## config.mk

```make
export PLATFORM = sky130hd
export DESIGN_NAME = cpu_bus_cmp
export DESIGN_NICKNAME = d
export VERILOG_FILES = /design/src/rtl/cpu_bus_cmp.sv
export SDC_FILE = /design/constraint.sdc
export NUM_CORES = 1
export LEC_CHECK = 0
export ABC_AREA = 1
export ABC_CLOCK_PERIOD_IN_PS = 3900
export BUFFER_PORTS_ARGS = -buffer_cell sky130_fd_sc_hd__buf_2
export CORE_MARGIN = 3
export CORE_UTILIZATION = 56
export CTS_CLUSTER_SIZE = 8
export DETAILED_ROUTE_END_ITERATION = 12
export GPL_TIMING_DRIVEN = 0
export PLACE_DENSITY = 0.78
export SYNTH_ARGS = -nofsm -noshare
export SYNTH_HDL_FRONTEND = slang
export SYNTH_SLANG_ARGS = --single-unit
export TNS_END_PERCENT = 5
```

## constraint.sdc

```tcl
create_clock -name clk -period 3.9 [get_ports clk]
set_input_delay 0.39 -clock clk [delete_from_list [all_inputs] [get_ports clk]]
set_output_delay 0.39 -clock clk [all_outputs]
set_load 0.02 [all_outputs]
```

## src/rtl/cpu_bus_cmp.sv

```systemverilog
// Lockstep checker: queues reference CPU bus cycles and compares each DUV bus
// cycle against the oldest one, reporting mismatches, timeouts, strays and overflow.
module cpu_bus_cmp #(
  parameter int unsigned DEPTH   = 16,
  parameter int unsigned MAX_LAG = 64,
  parameter int unsigned CNT_W   = 16
) (
  input  logic             clk,
  input  logic             b_rst,
  input  logic             en,
  input  logic             stop_on_err,
  input  logic             ref_valid,
  input  logic [15:0]      ref_addr,
  input  logic [7:0]       ref_data,
  input  logic             ref_rw,
  input  logic             duv_valid,
  input  logic [15:0]      duv_addr,
  input  logic [7:0]       duv_data,
  input  logic             duv_rw,
  output logic             mismatch,
  output logic [1:0]       err_code,
  output logic [15:0]      first_addr,
  output logic [7:0]       first_exp,
  output logic [7:0]       first_got,
  output logic [CNT_W-1:0] match_cnt,
  output logic [CNT_W-1:0] err_cnt,
  output logic             overflow,
  output logic [1:0]       state
);

  localparam int unsigned AW = $clog2(DEPTH);
  localparam int unsigned LW = $clog2(MAX_LAG + 1);

  typedef enum logic [1:0] {
    S_IDLE = 2'd0,
    S_RUN  = 2'd1,
    S_FAIL = 2'd2
  } state_t;

  state_t           r_state, w_state_nxt;
  logic [24:0]      r_mem [DEPTH];
  logic [AW:0]      r_wr_ptr, r_rd_ptr;
  logic [LW-1:0]    r_lag;
  logic             r_mismatch, r_overflow;
  logic [1:0]       r_err_code;
  logic [15:0]      r_first_addr;
  logic [7:0]       r_first_exp, r_first_got;
  logic [CNT_W-1:0] r_match_cnt, r_err_cnt;

  logic        w_run, w_empty, w_full;
  logic [24:0] w_head, w_ref_ent, w_duv_ent, w_cmp_ent;
  logic        w_bypass, w_unexp, w_ovf, w_pop_cmp, w_cmp, w_cmp_err;
  logic        w_push, w_timeout, w_pop, w_err;
  logic [1:0]  w_code;
  logic [15:0] w_f_addr;
  logic [7:0]  w_f_exp, w_f_got;

  assign w_run     = (r_state == S_RUN) && en;
  assign w_empty   = (r_wr_ptr == r_rd_ptr);
  assign w_full    = (r_wr_ptr[AW] != r_rd_ptr[AW]) &&
                     (r_wr_ptr[AW-1:0] == r_rd_ptr[AW-1:0]);
  assign w_head    = r_mem[r_rd_ptr[AW-1:0]];
  assign w_ref_ent = {ref_addr, ref_data, ref_rw};
  assign w_duv_ent = {duv_addr, duv_data, duv_rw};

  assign w_bypass  = w_run && w_empty && ref_valid && duv_valid;
  assign w_unexp   = w_run && w_empty && !ref_valid && duv_valid;
  assign w_ovf     = w_run && w_full && ref_valid && !duv_valid;
  assign w_pop_cmp = w_run && !w_empty && duv_valid;
  assign w_cmp     = w_bypass || w_pop_cmp;
  assign w_cmp_ent = w_empty ? w_ref_ent : w_head;
  assign w_cmp_err = w_cmp && (w_cmp_ent != w_duv_ent);
  // Full with a simultaneous pop still accepts the push (slot is freed this edge).
  assign w_push    = w_run && ref_valid && !w_bypass && !w_ovf;
  assign w_timeout = w_run && !w_empty && !duv_valid && (r_lag == LW'(MAX_LAG - 1));
  assign w_pop     = w_pop_cmp || w_timeout;
  assign w_err     = w_ovf || w_cmp_err || w_timeout || w_unexp;

  always_comb begin
    w_code   = 2'd0;
    w_f_addr = '0;
    w_f_exp  = '0;
    w_f_got  = '0;
    if (w_ovf) begin
      w_code   = 2'd3;
      w_f_addr = ref_addr;
      w_f_exp  = ref_data;
    end else if (w_cmp_err) begin
      w_code   = 2'd1;
      w_f_addr = w_cmp_ent[24:9];
      w_f_exp  = w_cmp_ent[8:1];
      w_f_got  = duv_data;
    end else if (w_timeout) begin
      w_code   = 2'd2;
      w_f_addr = w_head[24:9];
      w_f_exp  = w_head[8:1];
    end else if (w_unexp) begin
      w_code   = 2'd3;
      w_f_got  = duv_data;
    end
  end

  always_comb begin
    w_state_nxt = r_state;
    case (r_state)
      S_IDLE:  if (en) w_state_nxt = S_RUN;
      S_RUN: begin
        if (!en)                    w_state_nxt = S_IDLE;
        else if (w_err && stop_on_err) w_state_nxt = S_FAIL;
      end
      S_FAIL:  if (!en) w_state_nxt = S_IDLE;
      default: w_state_nxt = S_IDLE;
    endcase
  end

  always_ff @(posedge clk or negedge b_rst) begin
    if (!b_rst) begin
      r_state <= S_IDLE;
    end else begin
      r_state <= w_state_nxt;
    end
  end

  always_ff @(posedge clk) begin
    if (w_push) r_mem[r_wr_ptr[AW-1:0]] <= w_ref_ent;
  end

  always_ff @(posedge clk or negedge b_rst) begin
    if (!b_rst) begin
      r_wr_ptr <= '0;
      r_rd_ptr <= '0;
      r_lag    <= '0;
    end else if (!en) begin
      r_wr_ptr <= '0;
      r_rd_ptr <= '0;
      r_lag    <= '0;
    end else if (w_run) begin
      if (w_push) r_wr_ptr <= r_wr_ptr + 1'b1;
      if (w_pop)  r_rd_ptr <= r_rd_ptr + 1'b1;
      r_lag <= (w_empty || w_pop) ? '0 : r_lag + LW'(1);
    end
  end

  always_ff @(posedge clk or negedge b_rst) begin
    if (!b_rst) begin
      r_mismatch   <= 1'b0;
      r_err_code   <= '0;
      r_first_addr <= '0;
      r_first_exp  <= '0;
      r_first_got  <= '0;
      r_match_cnt  <= '0;
      r_err_cnt    <= '0;
      r_overflow   <= 1'b0;
    end else begin
      r_mismatch <= w_err;
      if (w_cmp && !w_cmp_err && (r_match_cnt != '1))
        r_match_cnt <= r_match_cnt + 1'b1;
      if (w_ovf)
        r_overflow <= 1'b1;
      if (w_err) begin
        r_err_code <= w_code;
        if (r_err_cnt != '1) r_err_cnt <= r_err_cnt + 1'b1;
        if (r_err_cnt == '0) begin
          r_first_addr <= w_f_addr;
          r_first_exp  <= w_f_exp;
          r_first_got  <= w_f_got;
        end
      end
    end
  end

  assign mismatch   = r_mismatch;
  assign err_code   = r_err_code;
  assign first_addr = r_first_addr;
  assign first_exp  = r_first_exp;
  assign first_got  = r_first_got;
  assign match_cnt  = r_match_cnt;
  assign err_cnt    = r_err_cnt;
  assign overflow   = r_overflow;
  assign state      = r_state;

endmodule
```

## Word-level counts from Yosys, hierarchy flattened

Memory sizes are Yosys's and may differ from the RTL's.
Cells that the tools add are included.

- Register bits after elaboration: 87
- Bits in writable memories: 400
- Input bits: 56
- Output and inout bits: 70
- Word-level logic and storage cells: 104
- Memories kept: 1

Memory list:

| name | words | bits a word | read ports | clocked after memory_dff | wr ports | RTL line | text |
|---|---|---|---|---|---|---|---|
| r_mem | 16 | 25 | 1 | 0 | 1 | 41 | `logic [24:0] r_mem [DEPTH];` |

- Add/sub/neg operators: 5
- Equality and inequality tests: 15
- Muxes and demuxes: 31
- Reductions and logical operators: 40

Operators by type and width:

| kind | count |
|---|---|
| 2-to-1 mux 8 bit | 7 |
| 2-to-1 mux 16 bit | 3 |
| adder 16 x 1 -> 16 bit, second input constant | 2 |
| inequality test 16 bit, second input constant | 2 |
| 2-to-1 mux 5 bit | 6 |
| 2-to-1 mux 25 bit | 1 |
| inequality test 25 bit | 1 |
| logical AND 1 bit | 21 |
| 2-to-1 mux 7 bit | 3 |
| logical NOT 16 bit | 1 |
| 2-to-1 mux 2 bit | 8 |
| adder 5 x 1 -> 5 bit, second input constant | 2 |
| AND reduction 2 bit | 4 |
| adder 7 x 1 -> 7 bit, second input constant | 1 |
| == test 7 x 6 -> 1 bit, second input constant | 1 |
| logical NOT 1 bit | 6 |
| logical OR 1 bit | 6 |
| inequality test 2 x 1 -> 1 bit, second input constant | 3 |
| one-hot mux 2 bit (3 select lines) | 1 |
| == test 5 bit | 1 |
| == test 4 bit | 1 |
| inequality test 2 bit, second input constant | 2 |
| inequality test 3 x 2 -> 1 bit, second input constant | 1 |
| AND reduction 3 bit | 1 |
| 5 further kinds | 6 |

## Longest topological paths before layout

- Depth in word-level cells: 14
- Gate-level depth with buffers: 26
- Depth with buffers taken out: 23

## Worst setup path before layout

Ideal clock, no wire load.

- Path kind: reg-to-reg
- Start point: register r_rd_ptr[1]
- End point: register r_wr_ptr[4]
- Library setup time: 0.071 ns
- Arrival: 3.471 ns
- Data required time: 3.829 ns
- Path slack: 0.357 ns
- Cell stages (with the launch flop): 16
- Path buffers: 3
- Period minus slack after synthesis: 3.543 ns
- Path through: dfrtp_1 buf_4 inv_2 nand2_1 nand2_1 nor2_1 nand3_2 buf_2 buf_4 nor2_1 nor3_1 nand2_1 nor2_1 or2_2 nand2_1 nor2_1

- Longest elaborated chain between the ends: 9
- Elaborated cells between the ends (all ways): 15
- Those cells by class: eq/ne (3); reduce/logical (12)

Ends and longest elaborated chain:

| what | RTL line | text |
|---|---|---|
| from (decl) | 42 | `logic [AW:0] r_wr_ptr, r_rd_ptr;` |
| from (signal assigned) | 139 | `if (w_pop) r_rd_ptr <= r_rd_ptr + 1'b1;` |
| == test 5 bit / == test 4 bit (equally long branches) | 59, 61 |  |
| logical AND 1 bit, on equally long branches | 66, 60 |  |
| logical AND 1 bit, on equally long branches (2 in series) | 66, 68 |  |
| logical NOT 1 bit / logical AND 1 bit (equally long branches) | 74, 68 |  |
| logical AND 1 bit / logical NOT 1 bit (equally long branches) | 74 | `assign w_push = w_run && ref_valid && !w_bypass && !w_ovf;` |
| logical AND 1 bit (*) | 74 |  |
| inequality test 2 x 1 -> 1 bit (no source line) (*) | n/a |  |
| AND reduction 2 bit (no source line) (*) | n/a |  |
| to (signal assigned) | 138 | `if (w_push) r_wr_ptr <= r_wr_ptr + 1'b1;` |
| to (decl) | 42 |  |

Every way passes the cells marked *; elsewhere a longest branch is shown, timed or not.
A chain may end at the register's enable or synchronous reset.

## Worst setup path after layout

- Start point: register r_rd_ptr[1]
- End point: memory r_mem[2][10], enable pin

- Longest elaborated chain between the ends: 9
- Elaborated cells between the ends (all ways): 15
- Those cells by class: eq/ne (2); mux (2); reduce/logical (11)

Ends and longest elaborated chain:

| what | RTL line | text |
|---|---|---|
| == test 5 bit / == test 4 bit (equally long branches) | 59, 61 |  |
| logical AND 1 bit, on equally long branches | 66, 60 |  |
| logical AND 1 bit, on equally long branches (2 in series) | 66, 68 |  |
| logical NOT 1 bit / logical AND 1 bit (equally long branches) | 74, 68 |  |
| logical AND 1 bit / logical NOT 1 bit (equally long branches) | 74 |  |
| logical AND 1 bit (*) | 74 |  |
| 2-to-1 mux 1 bit (*) | 125 | `if (w_push) r_mem[r_wr_ptr[AW-1:0]] <= w_ref_ent;` |
| 2-to-1 mux 1 bit (not written as such) (*) | 125 |  |
| to (decl) | 41 |  |

Marked as above.

==> results_dict.tcl <==
set metrics [dict create \
    status "finished, final reports clean" \
    crit_start "r_rd_ptr[1]$_DFFE_PN0P_" \
    power.share.clock_pct 43.1 \
    area_growth_pct 16.2 \
    swShare_pct 25.4 \
    p_leak_nw 11.0 \
    p_seq_share_pct 46.4 \
    rows 72 \
    cts_tree "built" \
    dr_total_vias 18600 \
    finalCritPeriodShare_pct 98.8 \
    syn_area_per_cell_um2 9.54 \
    root_buffer "clkbuf_16" \
    cpLargestDelayFamily "simple AND/OR/NAND/NOR gates" \
    rsz0062_at_grt "true" \
    post_dp_cell_area_um2 24000 \
    synth.distinct_cells 40 \
    clk_path_buf_depth 3 \
    min_period_ns 3.85 \
    cp_cell_sequence "buf_4, inv_4, nand2_1, nand2_1, nor2_1, nand3_2, buf_2, buf_4, nor2_1, nor3_2, nand2_2, nor2_4" \
    die_w_um 207 \
    synth_enable_flop_cells 400 \
    grt_pass1_vias 18000 \
    wl_mm 72.9 \
    power_density_nw_per_um2 486 \
    reg2reg_slack_ns 0.05 \
    rr_startpoint "r_rd_ptr[1]$_DFFE_PN0P_" \
    p_sw_w 0.00323 \
    fmax_mhz 259 \
    total_power_w 0.0127 \
    ctsHtreeMaxLevel 3 \
    crit_path_end_kind "flop" \
    insertion_delay_ns 0.59 \
    r2r_end "r_mem[2][10]$_DFFE_PP_" \
    cp.arrival_ns 4.06 \
    report.final.slew_viol_count 0 \
    yosysWarnings 0 \
    rr_worst_depth 12 \
    relSlewSlack_pct 16.1 \
    port_buffers 125 \
    cap_violations 0 \
    dieArea_um2 42700 \
    antenna_found_initial 0 \
    grt_pass1_wl_mm 108 \
    worst-path-buf-inv 4 \
    grt_start_max_net_pins 68 \
    crit_fanout 13 \
    drt-pass1-iter-count 6 \
    hp-class "primary input to flop" \
    cp.depth 12 \
    synth_cells 2359 \
    wl_per_cell_um 23.4 \
    drive_gt1_share_pct 14.0 \
    ys_ff_latch 487 \
    cts_made_buffers 70 \
    viasPerCell 5.98 \
    final_nets 2641 \
    routabilityCongestion 0.926 \
    hold_ws_ns 0.113 \
    cts.clk_slew.worst_paths_ns 0.05 \
    endpoint "r_mem[2][10]$_DFFE_PP_" \
    synthArstFlopShare_pct 17.9 \
    worstSetupPathType "flop to flop" \
    finalInstanceArea_um2 26200 \
    die_h_um 207 \
    cpPeakStageDelay_ns 0.72 \
    start_util_pct 57.5 \
    dominantRegCellSynth "edfxtp_1" \
    worstPathRequired_ns 4.11 \
    diodes 0 \
    cp_slowest_cell "nor2_4" \
    post-dp-hpwl_mm 46.6 \
    syn-num-nets 2424 \
    fin_skew_ns 0.0190 \
    drc 0 \
    tightest_slew_ns 1.25 \
    ios 126 \
    grt_overflow 0 \
    cp-start-kind "flop" \
    grtUsageTotal_pct 34.4 \
    comb_power_share_pct 10.5 \
    ys_seq_area_share_pct 63.0 \
    vdd_drop_max_mv 0.387 \
    detail-route-antenna-nets 0 \
    p_int_w 0.00948 \
    setup_viol 0 \
    hold_viol 0 \
    core_region_area_um2 39200 \
    drt_iter0_markers 2527 \
    syn_area_um2 22500 \
    final_util_pct 66.8 \
    clock_sinks 487 \
    fin_setup_tns_ns 0 \
]
==> worst register-to-register path, stage by stage (launching register included) <==
cell	delay, ns
dfrtp_1	0.37
buf_4	0.20
inv_4	0.17
nand2_1	0.10
nand2_1	0.07
nor2_1	0.06
nand3_2	0.16
buf_2	0.25
buf_4	0.23
nor2_1	0.10
nor3_2	0.54
nand2_2	0.50
nor2_4	0.72
==> through the flow <==
step	instances	worst slack [ns]
CTS	3117	0.00719
global placement	3002	-1.50
floorplan	2359	0.357
global route	3118	-0.0882
finish	3118	0.0460
detailed placement	3005	-0.161
==> power groups by stage <==
stage                     Sequential (W)  Combinational [W]  Clock [W]
after floorplan                  0.00608           0.000676          0
after global placement           0.00598            0.00127          0
after detailed placement         0.00599            0.00130          0
after CTS                        0.00589            0.00131    0.00549
after global routing             0.00590            0.00146    0.00569
final                            0.00590            0.00134    0.00548
==> per-layer routing <==
layer | vias to the layer above | part of all wire, % | routed length, µm | global-route usage (%)
li1 | 8243 | - | - | -
met1 | 8803 | 37 | 27300 | 47.3
met2 | 1349 | 44 | 32400 | 52.2
met3 | 249 | 13 | 9280 | 8.19
met4 | 0 | 5.3 | 3880 | 16.0
met5 | - | 0 | 0 | 0
==> cell type report <==
| class | count | area [µm²] |
|---|---|---|
| plain buffers | 110 | 671 |
| fillers | 2947 | 13000 |
| well taps | 518 | 648 |
| repair buffers | 131 | 736 |
| flip-flops and latches | 487 | 14200 |
| clock inverters | 4 | 42.5 |
| multi-input cells | 1570 | 7220 |
| clock buffers | 92 | 1880 |
| inverters | 206 | 778 |
==> cell usage after synthesis, types with 18 or more instances <==
master | count | area share (%)
nand2_1 | 704 | 12
edfxtp_1 | 400 | 53
nor2_1 | 278 | 4.6
nand3_1 | 272 | 6.0
inv_1 | 187 | 3.1
o21ai_0 | 94 | 2.1
dfrtp_1 | 87 | 9.7
o21ai_1 | 70 | 1.6
buf_2 | 40 | 0.89
clkbuf_1 | 32 | 0.53
xor2_1 | 32 | 1.2
nor3_1 | 20 | 0.44
buf_4 | 18 | 0.60
==> how the worst min path moves through the flow <==
stage | cells after the start | startpoint | to
4_1_cts | 3 | duv_data[7] | first_got[7]$_DFFE_PN0P_
5_1_grt | 3 | duv_data[7] | first_got[7]$_DFFE_PN0P_
3_3_place_gp | 1 | overflow$_DFFE_PN0P_ | overflow$_DFFE_PN0P_
2_1_floorplan | 0 | b_rst | err_cnt[0]$_DFFE_PN0P_
6_report | 3 | duv_data[7] | first_got[7]$_DFFE_PN0P_
3_5_place_dp | 1 | b_rst | match_cnt[9]$_DFFE_PN0P_
==> placed cells by master, fill, tap and decap left out, drive strengths merged <==
cell type,instances
a21oi,11
edfxtp,400
dlygate4sd3,2
o21a,1
clkinv,9
nor3b,3
nand3b,1
a22o,1
o211ai,9
nand2,710
clkbuf,132
or2,5
xnor2,4
a32o,2
nor2,295
ha,9
nor4,6
inv,201
and2,1
dfrtp,87
o21ai,174
xor2,32
nand3,273
o22ai,4
nor3,20
nand4,7
a21boi,2
buf,199
==> cell families (layout without fill, tap and decap cells) <==
| kind of cell | Yosys count | after routing | share of synthesized area, % |
|---|---|---|---|
| and+or+nand+nor | 1307 | 1321 | 23.9 |
| AOI/OAI and AO/OA | 204 | 204 | 4.93 |
| buffers and inverters | 316 | 543 | 6.26 |
| DFF | 487 | 487 | 63.0 |
| xor gates and xnor gates | 36 | 36 | 1.40 |
| adders and majority gates | 9 | 9 | 0.500 |
==> state kept, by name, indices dropped and copies added, names as in the netlist <==
name / cells
mismatch: 1
err_code: 2
first_exp: 8
overflow: 1
first_addr: 16
r_lag: 7
r_mem: 400
match_cnt: 16
first_got: 8
r_rd_ptr: 5
r_wr_ptr: 5
state: 2
err_cnt: 16
==> what timing repair did <==
item                                   4_1_cts  5_1_grt
setup endpoints to repair                  350      358
gates resized for setup                     18       37
hold buffers                                 2        0
endpoints found under the hold margin       21        0
pin swaps                                   14        2
buffers inserted                             0        1
gates cloned                                14        0
No activity file was read; power rests on OpenSTA's default activity.
